<file path="src/rtl/mem_access_unit.sv">
// Load/store initiator for a byte-addressed, big-endian data memory.
// Sub-word stores are done as read-modify-write of the containing word.
module mem_access_unit #(
    parameter int MEM_BYTES = 121
) (
    input  logic        CLK,
    input  logic        Reset,
    input  logic        req,
    input  logic        we,
    input  logic [1:0]  size,
    input  logic        sign_ext,
    input  logic [31:0] addr,
    input  logic [31:0] wdata,
    output logic        busy,
    output logic        done,
    output logic        err,
    output logic [31:0] rdata,
    output logic [31:0] DAddr,
    output logic [31:0] DataIn,
    input  logic [31:0] Dataout,
    output logic        nRD,
    output logic        nWR
);

    localparam logic [1:0] IDLE = 2'd0;
    localparam logic [1:0] RD   = 2'd1;
    localparam logic [1:0] WR   = 2'd2;
    localparam logic [1:0] DONE = 2'd3;

    localparam logic [1:0] SZ_B = 2'b00;
    localparam logic [1:0] SZ_H = 2'b01;
    localparam logic [1:0] SZ_W = 2'b10;

    logic [1:0]  state_q, state_d;
    logic [31:0] addr_q, addr_d;
    logic [1:0]  size_q, size_d;
    logic        sext_q, sext_d;
    logic        we_q, we_d;
    logic [31:0] wdata_q, wdata_d;
    logic [31:0] wword_q, wword_d;
    logic [31:0] rdata_q, rdata_d;
    logic        err_q, err_d;

    logic [2:0]  nbytes;
    logic [32:0] acc_end;
    logic        misalign;
    logic        out_of_range;
    logic        acc_err;
    logic [4:0]  sh;
    logic [31:0] lane;
    logic [31:0] mask;
    logic [31:0] load_val;
    logic [31:0] merged;

    // Legality of the incoming request, evaluated in IDLE only
    always_comb begin
        nbytes = 3'd0;
        unique case (size)
            SZ_B:    nbytes = 3'd1;
            SZ_H:    nbytes = 3'd2;
            SZ_W:    nbytes = 3'd4;
            default: nbytes = 3'd0;
        endcase
    end

    assign misalign = (size == 2'b11)
                    || ((size == SZ_H) && addr[0])
                    || ((size == SZ_W) && (addr[1:0] != 2'b00));
    assign acc_end = {1'b0, addr} + {30'd0, nbytes};
    assign out_of_range = acc_end > 33'(MEM_BYTES);
    assign acc_err = misalign || out_of_range;

    // Big-endian: byte offset o lives at bits [31-8o -: 8]
    always_comb begin
        sh = 5'd0;
        unique case (size_q)
            SZ_B:    sh = {~addr_q[1:0], 3'b000};
            SZ_H:    sh = {~addr_q[1], 1'b0, 3'b000};
            default: sh = 5'd0;
        endcase
    end

    assign lane = Dataout >> sh;

    always_comb begin
        mask     = 32'hFFFF_FFFF;
        load_val = Dataout;
        unique case (size_q)
            SZ_B: begin
                mask     = 32'h0000_00FF << sh;
                load_val = {{24{sext_q & lane[7]}}, lane[7:0]};
            end
            SZ_H: begin
                mask     = 32'h0000_FFFF << sh;
                load_val = {{16{sext_q & lane[15]}}, lane[15:0]};
            end
            default: begin
                mask     = 32'hFFFF_FFFF;
                load_val = Dataout;
            end
        endcase
    end

    assign merged = (Dataout & ~mask) | ((wdata_q << sh) & mask);

    always_comb begin
        state_d = state_q;
        addr_d  = addr_q;
        size_d  = size_q;
        sext_d  = sext_q;
        we_d    = we_q;
        wdata_d = wdata_q;
        wword_d = wword_q;
        rdata_d = rdata_q;
        err_d   = err_q;
        unique case (state_q)
            IDLE: begin
                if (req) begin
                    err_d = acc_err;
                    if (acc_err) begin
                        state_d = DONE;
                    end else begin
                        addr_d  = addr;
                        size_d  = size;
                        sext_d  = sign_ext;
                        we_d    = we;
                        wdata_d = wdata;
                        wword_d = wdata;
                        state_d = (we && size == SZ_W) ? WR : RD;
                    end
                end
            end
            RD: begin
                if (we_q) begin
                    wword_d = merged;
                    state_d = WR;
                end else begin
                    rdata_d = load_val;
                    state_d = DONE;
                end
            end
            WR:      state_d = DONE;
            DONE:    state_d = IDLE;
            default: state_d = IDLE;
        endcase
    end

    always_ff @(posedge CLK) begin
        if (Reset) begin
            state_q <= IDLE;
            addr_q  <= '0;
            size_q  <= '0;
            sext_q  <= 1'b0;
            we_q    <= 1'b0;
            wdata_q <= '0;
            wword_q <= '0;
            rdata_q <= '0;
            err_q   <= 1'b0;
        end else begin
            state_q <= state_d;
            addr_q  <= addr_d;
            size_q  <= size_d;
            sext_q  <= sext_d;
            we_q    <= we_d;
            wdata_q <= wdata_d;
            wword_q <= wword_d;
            rdata_q <= rdata_d;
            err_q   <= err_d;
        end
    end

    assign busy   = state_q != IDLE;
    assign done   = state_q == DONE;
    assign err    = done & err_q;
    assign rdata  = rdata_q;
    assign DAddr  = {addr_q[31:2], 2'b00};
    assign DataIn = wword_q;
    assign nRD    = state_q != RD;
    assign nWR    = state_q != WR;

endmodule
</file>
<file path="config.mk">
export PLATFORM = sky130hd
export DESIGN_NAME = mem_access_unit
export DESIGN_NICKNAME = d
export VERILOG_FILES = /design/src/rtl/mem_access_unit.sv
export SDC_FILE = /design/constraint.sdc
export NUM_CORES = 1
export LEC_CHECK = 0
export CAP_MARGIN = 5
export CORE_MARGIN = 2
export CORE_UTILIZATION = 44
export DETAILED_ROUTE_END_ITERATION = 7
export GPL_ROUTABILITY_DRIVEN = 0
export PLACE_DENSITY = 0.77
export SLEW_MARGIN = 10
export SYNTH_ARGS = -nofsm -noshare
export SYNTH_HDL_FRONTEND = slang
export SYNTH_SLANG_ARGS = --single-unit
</file>
<file path="constraint.sdc">
create_clock -name CLK -period 3.7 [get_ports CLK]
set_input_delay 1.11 -clock CLK [delete_from_list [all_inputs] [get_ports CLK]]
set_output_delay 1.11 -clock CLK [all_outputs]
set_load 0.02 [all_outputs]
</file>
==> reports/results.txt, run 1 <==
outcome: complete, but fails checks
failing checks: setup timing
Leakage: 4.63 nW
Power Dens Cells: 538 nW/um^2
drt pass-1 iters: 8
Buffers on Ports: 201
fmax: 261 MHz
Final Hold Viols: 0
total gr overflow: 0
Inst Count DP: 1255
Sequential Area: 2700 sq um
max cap viols: 0
DP Wirelength: 17.1 mm
Die ar.: 17900 sq um
Die W: 134 um
CP startpoint: size[1]
Wirelength per Cell: 19.8 um
Top Family by Delay on Critical Path: simple AND/OR/NAND/NOR gates
clock sinks: 135
post-synthesis sequential area ratio: 0.364
post-route setup TNS: -1170 ps
Avg Cell Area, Syn: 8.61 sq um
initial drt markers: 733
peak fanout along the critical path: 22
Final period util: 1.03
Row Count: 47
max-slew violation count: 0
gr usage total: 0.271
EDFF count, synth: 0
Tmin final: 3820 ps
Cell Int Power: 3.77 mW
fin cells: 1318
Post-synth top flop: dfxtp_1
first-pass GRT wire length: 37.9 mm
n_diodes: 0
Final Setup Violations: 41
Layout area overhead: 47.6%
Worst-path clk slew: 60 ps
vias per std cell: 5.77
worst path bufs/invs: 4
hold_buf cts: 0
TritonCTS clock tree: done
Distinct cells, synth: 73
Min-Delay Path Class: flip-flop to flip-flop
H-tree depth: 4
Worst-Margin Slew: 1220 ps
Crit Path Category: input port to flip-flop
CP Capture Type: flip-flop
# fillers: 1274
CP max-delay cell: nor4_4
fin nets: 1197
footprint of the multi-input gates: 4280 sq um
synthesized area: 7420 sq um
layout cells sized above 1: 0.184
asr flop ratio synth: 0
Final Util: 0.662
Critical Path RT: 3980 ps
core footprint: 16500 sq um
YS warnings: 0
total CTS buffers: 17
height of the die: 134 um
io pins: 204
initial antenna violation count: 0
vias in the first global route: 7070
worst r2r src: addr_q[1]$_SDFFE_PP0P_
final worst slack: -124 ps
Post-DRT Antenna Nets: 0
via count: 7608
DRC Markers: 0
Clock Tree Buf Depth: 2
Slew headroom: 0.180
switching power: 2.12 mW
clk_lat worst skew: 430 ps
Mapped Cells: 861
data arrival time of the critical path: 4110 ps
Initial Utilization: 0.449
crit path cell chain: buf_12 > nor2_4 > ha_4 > fa_2 > buf_6 > a21oi_4 > nor4_4 > a21boi_0 > o22ai_1 > nor4_4 > nand4_1 > buf_6 > buf_8 > mux2i_1 > nor2_1
largest net degree at the start of global routing: 63
Worst Setup Start Kind: input port
root buffer cell: clkbuf_16
maximum VDD drop: 0.376 mV
part of the power in combinational logic: 0.403
sequential cell fraction of total power: 0.304
Clk pwr share: 0.293
RSZ-0062 raised after global routing: yes
Worst Skew: 6.74 ps
flip-flop and latch count after synthesis: 135
hold_ws: 423 ps
Post-Route WL: 26.1 mm
Switching Share: 0.360
HP Start: addr_q[16]$_SDFFE_PP0P_
CP peak stage delay: 520 ps
==> worst register-to-register path, cell delays in order, from the launching register on <==
cell     delay, ps
dfxtp_1        730
nor2_2         100
mux4_2         400
nand2_1         70
nor2_1          90
a21oi_1         80
o21ai_1        990
a21oi_1        130
nor3_1         230
==> state kept, by name, indices dropped and copies added (netlist names) <==
name     flops
size_q       2
DataIn      32
rdata       32
sext_q       1
wdata_q     32
addr_q      32
err_q        1
state_q      2
we_q         1
==> power by group through the flow <==
stage / combinational [mW] / sequential (mW) / clock [mW]
after CTS: 2.29 / 1.78 / 1.73
after global placement: 2.04 / 1.81 / 0
after floorplan: 0.979 / 2.03 / 0
final: 2.37 / 1.79 / 1.72
after detailed placement: 2.07 / 1.81 / 0
after global routing: 2.50 / 1.81 / 1.80
==> layer usage <==
metal | routed length (um) | part of all wire | track usage | vias to the layer above
met4 | 1140 | 0.044 | 0.124 | 0
met2 | 12000 | 0.46 | 0.429 | 425
met1 | 10400 | 0.40 | 0.346 | 3619
met5 | 0 | 0 | 0 | -
met3 | 2540 | 0.097 | 0.0748 | 83
li1 | - | - | - | 3481
==> layout by cell type, fill, tap and decap left out, drive strengths merged, types with 9 or more instances in the layout <==
master,synthesis,routed
o21ai,61,61
a311oi,18,18
nor2,114,114
nor3,24,24
nor2b,13,13
nand3,15,15
dfxtp,135,135
clkdlybuf4s50,0,187
buf,53,97
inv,40,40
clkinv,1,10
mux2i,85,85
clkbuf,42,23
o41ai,9,9
nand2,59,59
a22o,9,9
a21oi,61,61
==> final timing paths <==
path              cells after the start                 endpoint  slack [ps]
setup / recovery                     15        we_q$_SDFFE_PP0P_        -120
hold / removal                        2  addr_q[16]$_SDFFE_PP0P_         420
setup reg to reg                      8   rdata[17]$_SDFFE_PP0P_         800
hold reg to reg                       2  addr_q[16]$_SDFFE_PP0P_         420
==> cells by family after synthesis <==
logic type	count (synthesis)	share of synthesized area
buffers and inverters	136	0.103
flip-flops	135	0.364
AO/OA/AOI/OAI	214	0.192
other	1	0.000506
adder cells (fa/ha/maj)	9	0.0162
multiplexers	94	0.141
AND/OR/NAND/NOR	265	0.176
XOR/XNOR	7	0.00827
==> per-stage QoR <==
stage          worst slack [ps]  power, mW  instance area [sq um]
2_1_floorplan              59.1       3.01                   7420
3_3_place_gp               -678       3.85                   9670
3_5_place_dp               -796       3.88                   9670
4_1_cts                    14.6       5.80                  10600
5_1_grt                    -117       6.11                  10900
6_report                   -124       5.88                  10900
==> synthesized netlist by cell type, types with 3 or more instances <==
cell type	number	area share
buf_8	4	0.0081
nor2_2	3	0.0025
a211oi_1	8	0.0081
and3_1	3	0.0025
nor4_4	3	0.0086
nand4_1	5	0.0042
ha_1	8	0.013
nor2_1	111	0.056
a311o_1	7	0.0094
nor2b_1	13	0.011
clkbuf_1	42	0.021
and4_1	3	0.0035
nand2b_1	4	0.0034
buf_4	34	0.034
o21ai_0	56	0.038
buf_1	5	0.0025
nand2_1	59	0.030
dfxtp_1	135	0.36
o41ai_1	9	0.011
a22oi_1	7	0.0071
nand3_1	14	0.0094
mux4_2	8	0.024
buf_6	8	0.012
a31oi_1	5	0.0042
xor2_1	3	0.0035
and2_1	4	0.0034
a21oi_1	59	0.040
inv_1	40	0.020
a22o_1	9	0.011
xnor2_1	4	0.0047
nor3_1	23	0.016
mux2i_1	85	0.11
a311oi_1	18	0.021
o21ai_1	5	0.0034
o2111ai_1	8	0.0094
==> final cells by class <==
cell class | count | area share
clock inverter | 14 | 0.0144
clock buffer | 18 | 0.0401
tap | 220 | 0.0251
timing repair buffer | 298 | 0.268
inverter | 41 | 0.0141
sequential | 135 | 0.247
multi-input combinational | 592 | 0.391
==> repair_timing <==
action                                  CTS  global route
gates resized for setup                  45            62
pin swaps                                27            22
setup buffers                            13            13
cloned                                    3             6
endpoints found under the setup margin  102           101
Power figures use the tool's default switching activity.
==> inputs of run 2 (changes only) <==
Settings changed: ABC_AREA set to 1, CORE_UTILIZATION 44 to 49, PLACE_DENSITY 0.77 to 0.8.
Clock period 3.7 ns to 4.8 ns, I/O delays scaled along.
==> run 2 against run 1 <==
  * Count of clock-buffer cells in the layout unchanged
  * First-iteration DRC count is 37% higher
  * Critical path depth up 3
  * Largest cell class unchanged
  * Combinational power down 12%
  * Global-route usage rose by 1.4 points
  * The run now ends clean
  * Via count increased by 17%
==> reports/results.txt, run 2 <==
CP peak stage delay: 570 ps
Worst Skew: 16.1 ps
Slew headroom: 0.434
Crit Path Category: input port to flip-flop
Yosys top cell area share: 0.335
fmax: 228 MHz
Initial Utilization: 0.504
r2r endpoint: DataIn[29]$_SDFFE_PP0P_
root buffer cell: clkbuf_16
Synth top cells by count: 247 x nand2_1, 225 x nor2_1, 144 x inv_1
Post-DRT Antenna Nets: 0
Die W: 132 um
synthesized area: 8070 sq um
area leader, netlist: dfxtp_1
largest net degree at the start of global routing: 64
Final Util: 0.663
H-tree depth: 4
top-count cell post-synth: nand2_1
RSZ-0062 raised after global routing: no
Die ar.: 17500 sq um
CP max-delay cell: clkdlybuf4s50_1
first-pass GRT wire length: 40.5 mm
# fillers: 1529
clk_lat worst skew: 420 ps
via count: 8919
Min-Delay Path Class: flip-flop to flip-flop
fin cells: 1633
CP Capture Type: flip-flop
worst r2r src: state_q[1]$_SDFFE_PP0N_
clock sinks: 135
most common cell after layout, fill and taps aside: nand2_1
Final Setup Violations: 0
Resized cells post-CTS: 0
maximum VDD drop: 0.367 mV
data arrival time of the critical path: 4690 ps
crit path capture: DataIn[31]$_SDFFE_PP0P_
internal reg-to-reg setup slack: 1420 ps
vias per std cell: 5.46
Final Hold Viols: 0
HP Start: addr_q[16]$_SDFFE_PP0P_
vias in the first global route: 8001
Distinct cells, synth: 45
peak fanout along the critical path: 30
n_diodes: 0
CP startpoint: size[0]
hold_buf cts: 0
Wirelength per Cell: 15.7 um
Row Count: 46
initial drt markers: 1007
outcome: complete, no violations
final worst slack: 415 ps
Mapped Cells: 1267
WP depth: 18
worst path bufs/invs: 1
post-route setup TNS: 0 ps
total CTS buffers: 17
Clock Tree Buf Depth: 2
YS warnings: 0
drt pass-1 iters: 7
Critical Path RT: 5100 ps
Layout area overhead: 31.5%
DP Wirelength: 18.7 mm
Worst-path clk slew: 60 ps
flip-flop and latch count after synthesis: 135
Worst Setup Start Kind: input port
initial antenna violation count: 0
footprint of the multi-input gates: 4270 sq um
max cap viols: 0
commonest non-fill, non-tap cells in the layout: 247 x nand2_1, 224 x nor2_1, 201 x clkdlybuf4s50_1
total gr overflow: 0
leading cell types by total area after synthesis: dfxtp_1 34%, nand2_1 11%, nor2_1 10%, o21ai_0 8.8%, inv_1 6.7%
gr usage total: 0.285
EDFF count, synth: 0
asr flop ratio synth: 0
height of the die: 132 um
Final period util: 0.914
Post-Route WL: 25.6 mm
fin nets: 1516
postcts setup bufs: 0
Place WS: 90.5 ps
Top Family by Delay on Critical Path: simple AND/OR/NAND/NOR gates
Post-synth top flop: dfxtp_1
Sequential Area: 2700 sq um
R2R cell count: 15
post-synthesis sequential area ratio: 0.335
Avg Cell Area, Syn: 6.37 sq um
Power Dens Cells: 472 nW/um^2
Inst Count DP: 1601
total power: 5.01 mW
io pins: 204
DRC Markers: 0
Leakage: 4.86 nW
layout cells sized above 1: 0.0635
max-slew violation count: 0
Buffers on Ports: 201
core footprint: 16000 sq um
TritonCTS clock tree: done
Tmin final: 4390 ps
crit path cell chain: clkdlybuf4s50_1 > nor2_1 > ha_1 > fa_1 > nand3_1 > nand2_2 > nand3_1 > nand2_1 > nand2_1 > nand2_1 > nor2_1 > nand2_1 > nor2_2 > nand4_4 > nand2_4 > nand2_2 > nor2_1 > nor2_1
Worst-Margin Slew: 848 ps
==> run 2: worst reg2reg max path, stage by stage, from the launching register on <==
cell	delay, ps
dfxtp_1	340
inv_1	110
ha_1	160
buf_4	340
inv_1	120
buf_4	260
nor2_4	120
buf_4	460
inv_1	240
nand2_1	130
a21oi_2	40
buf_4	250
nand2_2	460
nand2_1	120
nand2_1	90
nor2_1	50
==> run 2: per-layer routing <==
| layer | share of wire | track usage | wire, um |
|---|---|---|---|
| met1 | 0.40 | 0.369 | 10300 |
| met2 | 0.48 | 0.477 | 12200 |
| met3 | 0.093 | 0.0538 | 2380 |
| met4 | 0.027 | 0.0986 | 690 |
| met5 | 0 | 0 | 0 |
==> run 2: power by group <==
group          total (mW)  switching (mW)  internal (mW)  leakage (nW)
clock network        1.43           0.530          0.898         0.314
registers            1.49           0.133           1.36          1.10
logic                2.09            1.24          0.851          3.45
==> run 2: kinds of logic (layout without fill, tap and decap cells) <==
group / Yosys count / after routing / synth area share
AO/OA/AOI/OAI: 278 / 278 / 0.194
XOR/XNOR: 1 / 1 / 0.00109
adder cells (fa/ha/maj): 9 / 9 / 0.0149
buffers and inverters: 249 / 398 / 0.137
flip-flops: 135 / 135 / 0.335
multiplexers: 1 / 1 / 0.00124
other: 1 / 2 / 0.000465
AND/OR/NAND/NOR: 593 / 593 / 0.315
==> run 2: how the worst min path moves through the flow <==
stage	to	slack, ps	cells past startpoint
floorplan	addr_q[15]$_SDFFE_PP0P_	430	2
global placement	addr_q[16]$_SDFFE_PP0P_	440	2
detailed placement	addr_q[16]$_SDFFE_PP0P_	440	2
CTS	addr_q[16]$_SDFFE_PP0P_	450	2
global route	addr_q[17]$_SDFFE_PP0P_	470	2
finish	addr_q[16]$_SDFFE_PP0P_	450	2
==> run 2: cell type report <==
cell class	count	area share
multi-input cells	884	0.402
flip-flops and latches	135	0.255
repair buffers	214	0.202
inverters	152	0.0539
clock buffers	18	0.0414
well taps	216	0.0255
clock inverters	14	0.0197
==> run 2: stage by stage <==
| step | cell area [sq um] | hold WS (ps) |
|---|---|---|
| floorplan | 8070 | 427 |
| global route | 10600 | 469 |
| detailed placement | 9960 | 443 |
| finish | 10600 | 450 |
| CTS | 10600 | 451 |
| global placement | 9960 | 435 |
==> inputs of run 3 (changes only) <==
Settings changed: CTS_CLUSTER_SIZE set to 40.
==> results of run 3 <==
Final layout, timing and power as in run 2 (identical DEF).
